### src/rtl/lsu_mem_port.sv
// lsu_mem_port: RV32I load/store unit in front of a multi-cycle word memory.
// Optional LSU_MISALIGN_TRAP_EN: misaligned or invalid requests answer with rsp_err.
module lsu_mem_port #(
    parameter int MEM_WORDS   = 256,
    parameter int MEM_LATENCY = 1
) (
    input  logic                         clk,
    input  logic                         resetn,
    input  logic                         req_valid,
    output logic                         req_ready,
    input  logic                         req_we,
    input  logic [2:0]                   req_funct3,
    input  logic [31:0]                  req_addr,
    input  logic [31:0]                  req_wdata,
    output logic                         rsp_valid,
    output logic [31:0]                  rsp_rdata,
    output logic                         rsp_err,
    output logic                         mem_en,
    output logic [3:0]                   mem_we,
    output logic [$clog2(MEM_WORDS)-1:0] mem_addr,
    output logic [31:0]                  mem_wdata,
    input  logic [31:0]                  mem_rdata
);

    localparam int AW = $clog2(MEM_WORDS);
    localparam logic [1:0] WAIT_INIT =
        2'(MEM_LATENCY >= 2 ? MEM_LATENCY - 2 : 0);

    typedef enum logic [1:0] {
        S_IDLE,
        S_ACCESS,
        S_WAIT,
        S_RESP
    } state_t;

    state_t        state_q;
    state_t        state_d;
    logic          we_q;
    logic [2:0]    f3_q;
    logic [AW+1:0] addr_q;
    logic [31:0]   wdata_q;
    logic [31:0]   rdata_q;
    logic [1:0]    cnt_q;
    logic          accept;
    logic          sample;
    logic          trap_in;
    logic          unused_addr;

    // Address bits above the memory depth wrap silently.
    assign unused_addr = &{1'b0, req_addr[31:AW+2]};

    function automatic logic [31:0] load_ext(
        input logic [31:0] w,
        input logic [1:0]  off,
        input logic [2:0]  f3
    );
        logic [7:0]  b;
        logic [15:0] h;
        b = 8'(w >> {off, 3'b000});
        h = off[1] ? w[31:16] : w[15:0];
        case (f3)
            3'd0:    load_ext = {{24{b[7]}}, b};
            3'd1:    load_ext = {{16{h[15]}}, h};
            3'd2:    load_ext = w;
            3'd4:    load_ext = {24'b0, b};
            3'd5:    load_ext = {16'b0, h};
            default: load_ext = '0;
        endcase
    endfunction

    function automatic logic [3:0] st_mask(
        input logic [1:0] off,
        input logic [2:0] f3
    );
        case (f3)
            3'd0:    st_mask = 4'b0001 << off;
            3'd1:    st_mask = off[1] ? 4'b1100 : 4'b0011;
            3'd2:    st_mask = 4'b1111;
            default: st_mask = 4'b0000;
        endcase
    endfunction

    function automatic logic [31:0] st_data(
        input logic [31:0] d,
        input logic [2:0]  f3
    );
        case (f3)
            3'd0:    st_data = {4{d[7:0]}};
            3'd1:    st_data = {2{d[15:0]}};
            default: st_data = d;
        endcase
    endfunction

`ifdef LSU_MISALIGN_TRAP_EN
    logic err_q;

    function automatic logic bad_req(
        input logic       we,
        input logic [2:0] f3,
        input logic [1:0] off
    );
        logic ok_f3;
        logic mis;
        ok_f3 = we ? (f3 <= 3'd2) : (f3 != 3'd3 && f3 <= 3'd5);
        mis   = (f3[1:0] == 2'd1 && off[0]) ||
                (f3[1:0] == 2'd2 && off != 2'd0);
        bad_req = !ok_f3 || mis;
    endfunction

    assign trap_in = bad_req(req_we, req_funct3, req_addr[1:0]);
    assign rsp_err = rsp_valid & err_q;
`else
    assign trap_in = 1'b0;
    assign rsp_err = 1'b0;
`endif

    always_ff @(posedge clk or negedge resetn) begin
        if (!resetn) begin
            state_q <= S_IDLE;
        end else begin
            state_q <= state_d;
        end
    end

    always_comb begin
        state_d   = state_q;
        req_ready = 1'b0;
        rsp_valid = 1'b0;
        mem_en    = 1'b0;
        accept    = 1'b0;
        sample    = 1'b0;
        case (state_q)
            S_IDLE: begin
                req_ready = 1'b1;
                accept    = req_valid;
            end
            S_ACCESS: begin
                mem_en = 1'b1;
                if (we_q) begin
                    state_d = S_RESP;
                end else if (MEM_LATENCY <= 1) begin
                    sample  = 1'b1;
                    state_d = S_RESP;
                end else begin
                    state_d = S_WAIT;
                end
            end
            S_WAIT: begin
                if (cnt_q == 2'd0) begin
                    sample  = 1'b1;
                    state_d = S_RESP;
                end
            end
            S_RESP: begin
                req_ready = 1'b1;
                rsp_valid = 1'b1;
                accept    = req_valid;
                state_d   = S_IDLE;
            end
            default: state_d = S_IDLE;
        endcase
        // Trapped requests bypass memory and answer in the next cycle.
        if (accept) begin
            state_d = trap_in ? S_RESP : S_ACCESS;
        end
    end

    always_ff @(posedge clk or negedge resetn) begin
        if (!resetn) begin
            we_q    <= 1'b0;
            f3_q    <= '0;
            addr_q  <= '0;
            wdata_q <= '0;
            rdata_q <= '0;
            cnt_q   <= '0;
`ifdef LSU_MISALIGN_TRAP_EN
            err_q   <= 1'b0;
`endif
        end else begin
            if (accept) begin
                we_q    <= req_we;
                f3_q    <= req_funct3;
                addr_q  <= req_addr[AW+1:0];
                wdata_q <= req_wdata;
                rdata_q <= '0;
`ifdef LSU_MISALIGN_TRAP_EN
                err_q   <= trap_in;
`endif
            end
            if (state_q == S_ACCESS) begin
                cnt_q <= WAIT_INIT;
            end else if (state_q == S_WAIT) begin
                cnt_q <= cnt_q - 2'd1;
            end
            if (sample) begin
                rdata_q <= load_ext(mem_rdata, addr_q[1:0], f3_q);
            end
        end
    end

    assign mem_we    = (mem_en && we_q) ? st_mask(addr_q[1:0], f3_q) : 4'b0;
    assign mem_wdata = (mem_en && we_q) ? st_data(wdata_q, f3_q) : '0;
    assign mem_addr  = mem_en ? addr_q[AW+1:2] : '0;
    assign rsp_rdata = rsp_valid ? rdata_q : '0;

endmodule
### config.mk
export PLATFORM = sky130hd
export DESIGN_NAME = lsu_mem_port
export DESIGN_NICKNAME = d
export VERILOG_FILES = /design/src/rtl/lsu_mem_port.sv
export SDC_FILE = /design/constraint.sdc
export NUM_CORES = 1
export LEC_CHECK = 0
export ABC_AREA = 1
export CAP_MARGIN = 20
export CORE_MARGIN = 3
export CORE_UTILIZATION = 49
export CTS_BUF_LIST = sky130_fd_sc_hd__clkbuf_8 sky130_fd_sc_hd__clkbuf_16
export DETAILED_ROUTE_END_ITERATION = 16
export GPL_TIMING_DRIVEN = 0
export PLACE_DENSITY = 0.87
export REMOVE_ABC_BUFFERS = 1
export SYNTH_ARGS = -nofsm -noshare
export SYNTH_HDL_FRONTEND = slang
export SYNTH_SLANG_ARGS = --single-unit
### constraint.sdc
create_clock -name clk -period 2.8 [get_ports clk]
set_input_delay 0.7 -clock clk [delete_from_list [all_inputs] [get_ports clk]]
set_output_delay 0.7 -clock clk [all_outputs]
set_load 0.005 [all_outputs]
# Yosys cells after proc, flatten, opt, wreduce, memory -nomap -nowiden
# Index checks and enable logic that the tools add are counted.
word_totals:
  regBits: 82
  output_inout_bits: 80
  elab_cells: 50
classes:
  addsub: 1
  eq_ne: 8
  n_shift: 2
  n_mux: 23
  reduce_logical: 9
ops:
  columns: ["op", "n"]
  rows:
  - ["32-bit one-hot mux with 5 select lines", 1]
  - ["32-bit 2-to-1 mux", 4]
  - ["32-bit one-hot mux with 2 select lines", 1]
  - ["32-bit by 5-bit right shift with 8-bit output", 1]
  - ["16-bit 2-to-1 mux", 1]
  - ["4-bit one-hot mux with 3 select lines", 1]
  - ["2-bit 2-to-1 mux", 4]
  - ["4-bit 2-to-1 mux", 2]
  - ["8-bit 2-to-1 mux", 1]
  - ["3-bit equality test (second input constant)", 2]
  - ["1-bit 2-to-1 mux", 6]
  - ["2-bit one-hot mux with 3 select lines", 1]
  - ["2-bit equality test (second input constant)", 2]
  - ["2-bit zero test", 2]
  - ["2-bit nonzero test", 2]
  - ["4-bit nonzero test", 1]
  - ["1-bit by 2-bit << shifter with 4-bit output (first input constant)", 1]
  - ["3-bit by 1-bit equality test with 1-bit output (second input constant)", 1]
  - ["3-bit by 2-bit equality test with 1-bit output (second input constant)", 1]
  - ["3-bit zero test", 1]
  - ["3-bit != test (second input constant)", 1]
  - ["2-bit by 1-bit equality test with 1-bit output (second input constant)", 1]
  - ["1-bit one-hot mux with 2 select lines", 1]
  - ["2-bit AND reduction", 1]
  - ["other kinds (3)", 3]

# Depth between registers and ports, before layout
logic_depth:
  word_depth: 5
  depth_mapped: 10

# Worst setup path before layout
# Ideal clock, no wire load.
synth_path:
  kind: "reg2out"
  from: "register state_q[1]"
  to: "output mem_wdata[10]"
  t_arrival_ps: 1439
  required_time_ps: 2100
  path_slack_ps: 661
  path_stages_with_launch: 9
  n_path_buf: 2
  path_cell_list: "dfrtp_1 -> inv_1 -> ha_1 -> buf_2 -> nand2_2 -> clkinv_1 -> buf_2 -> nand2_1 -> nor2_1"
synth_via:
  elab_chain_len: 4
synth_rtl:
  columns: ["item", "line", "rtl"]
  rows:
  - ["start: declaration", "36", "state_t state_q;"]
  - ["start signal: assignment", "121", "state_q <= state_d;"]
  - ["2-bit by 1-bit equality test with 1-bit output", "132", "case (state_q)"]
  - ["1-bit 2-to-1 mux", "132", null]
  - ["via mem_en", "18", "output logic mem_en,"]
  - ["1-bit logical AND", "202", "assign mem_wdata = (mem_en && we_q) ? st_data(wdata_q, f3_q) : '0;"]
  - ["32-bit 2-to-1 mux", "202", null]
  - ["end: declaration", "21", "output logic [31:0] mem_wdata,"]
# The timed path passes the listed nets, and every way through them passes these cells.

# Final worst setup path
layout_path:
  from: "register f3_q[2]"
  to: "output mem_wdata[20]"
layout_via:
  elab_chain_len: 3
  word_cells_on_any_way: 4
  cone_classes: "eq/ne (1); mux (2); reduce/logical (1)"
layout_rtl:
  columns: ["item", "line", "rtl"]
  rows:
  - ["start: declaration", "39", "logic [2:0] f3_q;"]
  - ["start signal: assignment", "182", "f3_q <= req_funct3;"]
  - ["3-bit by 1-bit equality test with 1-bit output / 3-bit zero test (equally long branches)", "87", "case (f3)"]
  - ["32-bit one-hot mux with 2 select lines *", "87", null]
  - ["32-bit 2-to-1 mux *", "202", null]
# Every way passes the cells marked *; elsewhere a longest branch is shown, timed or not.

==> impl_metrics.py <==
metrics = {
    "outcome": {
        "status": "finished with violations",
        "violations": "setup timing",
    },
    "synth": {
        "synth_fa_ha_area_share_pct": 1.02,
        "synth.avg_cell_area_um2": 6.28,
        "synth_xor_area_share_pct": 0,
        "seq_area_frac_synth_pct": 41.7,
        "syn_area_um2": 4920,
        "synth_seq_cells": 82,
        "synth_top_family_by_area": "simple AND/OR/NAND/NOR gates",
        "postSynthCellCount": 784,
        "synth_compound_area_share_pct": 5.64,
        "yosysWarnings": 0,
        "synthSimpleGateAreaFrac_pct": 40.3,
        "synth_mux_area_share_pct": 0,
        "synth-edff-count": 0,
        "ys_types": 26,
        "synthArstFlopShare_pct": 100,
        "synthFlopType": "dfrtp_1",
    },
    "floorplanning": {
        "die_x_um": 106,
        "start_util_pct": 51.8,
        "core_region_area_um2": 9500,
        "rows": 35,
        "die_h_um": 106,
        "ioPinCount": 183,
        "die_area_um2": 11300,
    },
    "timing": {
        "setup_viol_count_final": 2,
        "hold_viol_final": 0,
        "worstMarginPinSlew_ns": 0.727,
        "fin_crit_sh_pct": 100,
        "layout_setup_ws_ns": -0.0104,
        "final.setup.tns_ns": -0.0145,
        "skew_ns": 0.0106,
        "rsz0062_at_grt": "yes",
        "relSlewSlack_pct": 51.5,
        "drv_slew": 0,
        "fmax_mhz": 356,
        "fin_crit_ns": 2.81,
    },
    "power": {
        "p_comb_share_pct": 59.7,
        "p_leak_nw": 4.13,
        "switching_power_mw": 3.38,
        "p_sw_share_pct": 45.9,
        "ir_drop_mv": 0.545,
        "seq_power_share_pct": 28.3,
        "power_mw": 7.35,
        "p_per_area_nw_per_um2": 1040,
        "power_frac_clock_pct": 12.0,
        "p_int_mw": 3.97,
    },
    "cts": {
        "tritoncts": "built",
        "htreeDepth": 3,
        "clkSlewWorstSetupHoldPaths_ns": 0.09,
        "clockBufferDepth": 2,
        "cts-buffers-inserted": 9,
        "cts_hold_buf": 0,
        "root_buffer": "clkbuf_8",
        "worstSkewPairLatency_ns": 0.36,
        "cts.sinks": 82,
    },
    "cells_and_area": {
        "n_antenna_cell": 0,
        "finalNetCount": 1046,
        "drive_gt1_share_pct": 6.89,
        "synthToLayoutAreaGrowth_pct": 43.6,
        "final_cell_mix": "nand2_1 (389), clkdlybuf4s50_1 (132), inv_1 (94)",
        "final_common_cell": "nand2_1",
        "fill_cells": 784,
    },
    "setup_path": {
        "slowest_stage": "clkdlybuf4s50_1",
        "arrival_ns": 2.11,
        "cp_max_fo": 17,
        "rr_worst_depth": 8,
        "required_ns": 2.10,
        "start_kind": "flip-flop",
        "path_cells": "inv_1 -> nand3_2 -> nand2_8 -> buf_16 -> o21ai_0 -> a21oi_1 -> clkdlybuf4s50_1",
        "r2r-end": "rdata_q[22]$_DFFE_PN0P_",
        "r2r_start": "state_q[0]$_DFFE_PN0P_",
        "r2r_setup_slack_ns": 0.31,
        "crit_path_end_kind": "primary output",
        "slowest_delay_ns": 0.52,
        "critPathKind": "flip-flop to primary output",
    },
    "route": {
        "firstDrtPassIters": 6,
        "drc": 0,
        "via_per_inst": 4.95,
        "routed_wirelength_mm": 14.7,
        "drtIter0Drc": 304,
        "routedWlPerCell_um": 13.7,
        "final_antenna_net_count": 0,
        "vias": 5310,
    },
    "global_routing": {
        "overflow": 0,
        "grt_pass1_vias": 5120,
        "grt_pass1_wl_mm": 24.4,
        "track_usage_pct": 27.0,
        "grt_antenna_before_repair": 0,
        "grt_max_degree": 65,
    },
    "placed_design": {
        "hpwl_mm": 9.99,
        "gp_congestion": 0.893,
        "portBuffers": 159,
    },
    "worst_hold_path": {
        "hold_class": "primary input to async pin",
    },
    "run": {
        "max_cap_viol_count": 0,
    },
}
synthesized netlist by cell type, types with 2 or more instances:
master,count,area share [%]
dfrtp_1,82,42
a21oi_1,12,1.2
ha_1,4,1.0
nand2_2,5,0.64
o21ai_0,23,2.3
buf_4,4,0.61
o211ai_1,8,1.2
clkinv_1,4,0.30
nor2_2,2,0.25
nor2_1,78,5.9
nand2_1,390,30
nand3_1,31,3.2
buf_2,14,1.4
inv_1,92,7.0
clkbuf_1,18,1.4
inv_2,7,0.53
worst max-delay path, delay by kind of cell, from the launching register on:
kind            cells  cell delay (ns)
buf+inv             3             0.76
flops               1             0.45
compound gates      2             0.22
simple gates        2             0.32
timing repair:
action	in CTS	in global routing
gates cloned	2	0
endpoints found under the setup margin	90	48
hold endpoints to repair	0	0
pin swaps	4	2
gates resized for setup	49	9
setup buffers	10	5
per-stage QoR:
step	instance area (um2)	setup WS [ns]	hold WS, ns	utilization (%)	cells
after global placement	6510	-1.93	0.458	68.5	1036
after floorplan	4750	-0.0563	0.404	-	748
final	7070	-0.0104	0.203	74.4	1073
after detailed placement	6610	-0.623	0.460	69.5	1040
after global routing	7070	-0.104	0.206	74.4	1073
after CTS	6990	-0.0276	0.195	73.6	1068
sequential cells by signal, indices dropped and copies added, names as in the netlist:
signal / flops
addr_q: 10
cnt_q: 2
f3_q: 3
rdata_q: 32
state_q: 2
wdata_q: 32
we_q: 1
area by class of cell:
cell class	instances	area, um2	area share (%)
multi-input cells	563	2400	34.0
clock buffers	10	138	1.95
clock inverters	6	58.8	0.832
flip-flops and latches	82	2060	29.1
well taps	129	161	2.28
inverters	103	414	5.86
repair buffers	179	1830	25.8
repair inverters	1	8.76	0.124
power groups by stage:
stage	Combinational [mW]	Sequential [mW]	Clock (mW)
final	4.39	2.08	0.880
after global routing	4.94	2.14	0.927
after CTS	4.30	2.07	0.892
after detailed placement	3.98	2.08	0
after global placement	3.72	2.06	0
after floorplan	2.36	1.99	0
worst max-delay path by stage:
stage                     slack (ns)                    from                      end
final                          -0.01     f3_q[2]$_DFFE_PN0P_            mem_wdata[20]
after global routing           -0.10     f3_q[2]$_DFFE_PN0P_            mem_wdata[20]
after CTS                      -0.03     f3_q[2]$_DFFE_PN0P_            mem_wdata[20]
after detailed placement       -0.62               req_valid  rdata_q[22]$_DFFE_PN0P_
after global placement         -1.93                  resetn    addr_q[2]$_DFFE_PN0P_
after floorplan                -0.06  state_q[0]$_DFFE_PN0P_   rdata_q[0]$_DFFE_PN0P_
logic make-up (layout without fill, tap and decap cells):
| logic type | count (synthesis) | count (layout) |
|---|---|---|
| adder cells (fa/ha/maj) | 4 | 4 |
| flip-flops | 82 | 82 |
| other | 1 | 1 |
| buffers and inverters | 139 | 299 |
| AND/OR/NAND/NOR | 509 | 509 |
| AO/OA/AOI/OAI | 49 | 49 |
per-layer routing:
metal  GRT usage, %  part of all wire (%)
met1           33.9                    41
met2           43.1                    46
met3           10.2                    11
met4           8.97                   1.8
met5              0                     0
No activity file was read; power rests on OpenSTA's default activity.
==> patch: new RTL, same settings <==
The parameter `MEM_WORDS` goes from 256 to 512.
--- a/src/rtl/lsu_mem_port.sv
+++ b/src/rtl/lsu_mem_port.sv
@@ -1,7 +1,7 @@
 // lsu_mem_port: RV32I load/store unit in front of a multi-cycle word memory.
 // Optional LSU_MISALIGN_TRAP_EN: misaligned or invalid requests answer with rsp_err.
 module lsu_mem_port #(
-    parameter int MEM_WORDS   = 256,
+    parameter int MEM_WORDS   = 512,
     parameter int MEM_LATENCY = 1
 ) (
     input  logic                         clk,
Interface: changed (resized mem_addr); port bits go from 183 to 184. No check against the original RTL was run, so the function may have changed too.
==> patch against the original RTL <==
Register-to-register slack improved by 0.02 ns; die area increased by 2.4%; sequential cell count increased by 1; largest cell class unchanged; fmax rose by 3.6%; combinational power increased by 8.4%; setup slack improved by 0.096 ns; routed wire length up 7.9%; total power grew 7.5%; design area rose by 4.4%; highest routed layer unchanged; first-iteration DRC count up 22%; synthesized area grew 2.6%; non-clock buffer count up 12.
==> patch: results (changes against the original RTL) <==
[final_layout]
multi_input_gate_share_of_total_cell_area_pct = 34.7  ; was 34.0%
fillerInstances = 746  ; was 784
multi_input_gates = 571  ; was 563
final-clk-cell-share_pct = 3.21  ; was 2.78%
nonClkBufAreaFrac_pct = 25.8  ; about the same
layout_top_registers = rdata_q x32, wdata_q x32, addr_q x11  ; was rdata_q x32, wdata_q x32, addr_q x10
syn_to_final_growth_pct = 46.1  ; was 43.6%
layout-drive-gt1-share_pct = 9.33  ; was 6.89%
final.signal_buffer_count = 191  ; was 179
antenna-diode-count = 0  ; unchanged
clock_buffer_count_in_the_final_layout = 11  ; was 10
layout.area.seq_um2 = 2080  ; was 2060 µm²

[place]
port_buffers = 161  ; was 159
cell_count_after_placement = 1052  ; was 1040
dp_hpwl_um = 10200  ; was 9990 µm
gp_congestion = 0.899  ; was 0.893
placedInstanceArea_um2 = 6700  ; was 6610 µm²
detailedPlace.worstSlack_ns = -0.803  ; was -0.623 ns

[logic_synthesis]
post_synth_inst_count = 791  ; was 784
synth_sequential_area_ratio_pct = 41.1  ; was 41.7%
leading_cell_types_by_total_area_after_synthesis = dfrtp_1 (41%), nand2_1 (29%), inv_1 (7.3%), nor2_1 (5.8%), nand3_1 (2.9%)  ; was dfrtp_1 (42%), nand2_1 (30%), inv_1 (7.0%), nor2_1 (5.9%), nand3_1 (3.2%)
synth_commonest_cells = nand2_1 (395), inv_1 (98), dfrtp_1 (83)  ; was nand2_1 (390), inv_1 (92), dfrtp_1 (82)
synthDistinctLibCells = 31  ; was 26

[routing]
via_count = 5546  ; was 5310
drt_first_pass_iters = 5  ; was 6
post_drt_wl_per_cell_um = 14.5  ; was 13.7 µm
finalWirelength_um = 15900  ; was 14700 µm
drt_iter0_drcs = 371  ; was 304

[power_and_ir_drop]
vdd.ir_drop.worst_uv = 502  ; was 545 µV
total_leakage_power_nw = 4.25  ; was 4.13 nW

[global_route]
global_route.usage.total_pct = 27.8  ; was 27.0%
grt_pass1_wl_um = 25400  ; was 24400 µm
number_of_global_route_vias_before_repair = 5262  ; was 5120
grt_max_degree = 67  ; was 65

[setup_path]
worst-r2r-cell-count = 8  ; unchanged
crit_arrival_ns = 2.01  ; was 2.11 ns
worstPathMaxFanout = 10  ; was 17

[timing]
fin_skew_ns = 0.0122  ; was 0.0106 ns
worstMarginPinSlew_ns = 0.713  ; was 0.727 ns

[clock_tree]
total_number_of_clock_tree_sinks = 83  ; was 82
cts_buffers = 9  ; unchanged
total_setup_buffers_inserted_after_cts = 21  ; was 10
post_cts_resize_count = 57  ; was 49

[status]
outcome = complete, no violations  ; was complete, but fails checks

==> patch: changes by cell type after synthesis, moves of 5 or more <==
cell,change
inv_2,-5
o211ai_2,+6
o211ai_1,-6
inv_1,+6
nand2_1,+5
==> patch: worst max-delay path: stages, from the launching register on <==
cell and delay (ns):
dfrtp_2 0.46, nor2_4 0.17, buf_12 0.13, nand2_8 0.09, buf_12 0.17, nand2_8 0.11, o211ai_2 0.10, nand2_1 0.09
nor2_1 0.04, dlygate4sd2_1 0.28
==> patch: metal layers <==
metal,GRT usage [%],wire (µm),share of wire [%],vias up
met1,35.1,6340,40,2520
li1,-,-,-,2696
met4,8.21,365,2.3,0
met3,9.60,1920,12,31
met5,0,0,0,-
met2,45.2,7260,46,299
==> patch: cells by family (layout without fill, tap and decap cells) <==
family | Yosys count | count (layout) | share of synthesized area [%]
compound gates | 50 | 50 | 6.20
fa+ha+maj | 4 | 4 | 0.991
buf+inv | 140 | 311 | 11.5
flops | 83 | 83 | 41.1
other cells | 1 | 1 | 0.0743
simple gates | 513 | 516 | 40.0
==> patch: worst paths after layout <==
kind / from / end / slack (ns)
setup reg to reg: state_q[0]$_DFFE_PN0P_ / rdata_q[7]$_DFFE_PN0P_ / 0.33
min in group clk: rdata_q[19]$_DFFE_PN0P_ / rdata_q[19]$_DFFE_PN0P_ / 0.49
hold / removal: resetn / rdata_q[3]$_DFFE_PN0P_ / 0.20
max in group asynchronous: resetn / addr_q[1]$_DFFE_PN0P_ / 1.97
hold reg to reg: rdata_q[19]$_DFFE_PN0P_ / rdata_q[19]$_DFFE_PN0P_ / 0.49
setup / recovery: f3_q[0]$_DFFE_PN0P_ / mem_wdata[26] / 0.09
==> patch: where the power goes <==
part	internal [mW]	switching [mW]
Combinational	1.94	2.82
Sequential	1.74	0.378
Clock	0.555	0.471
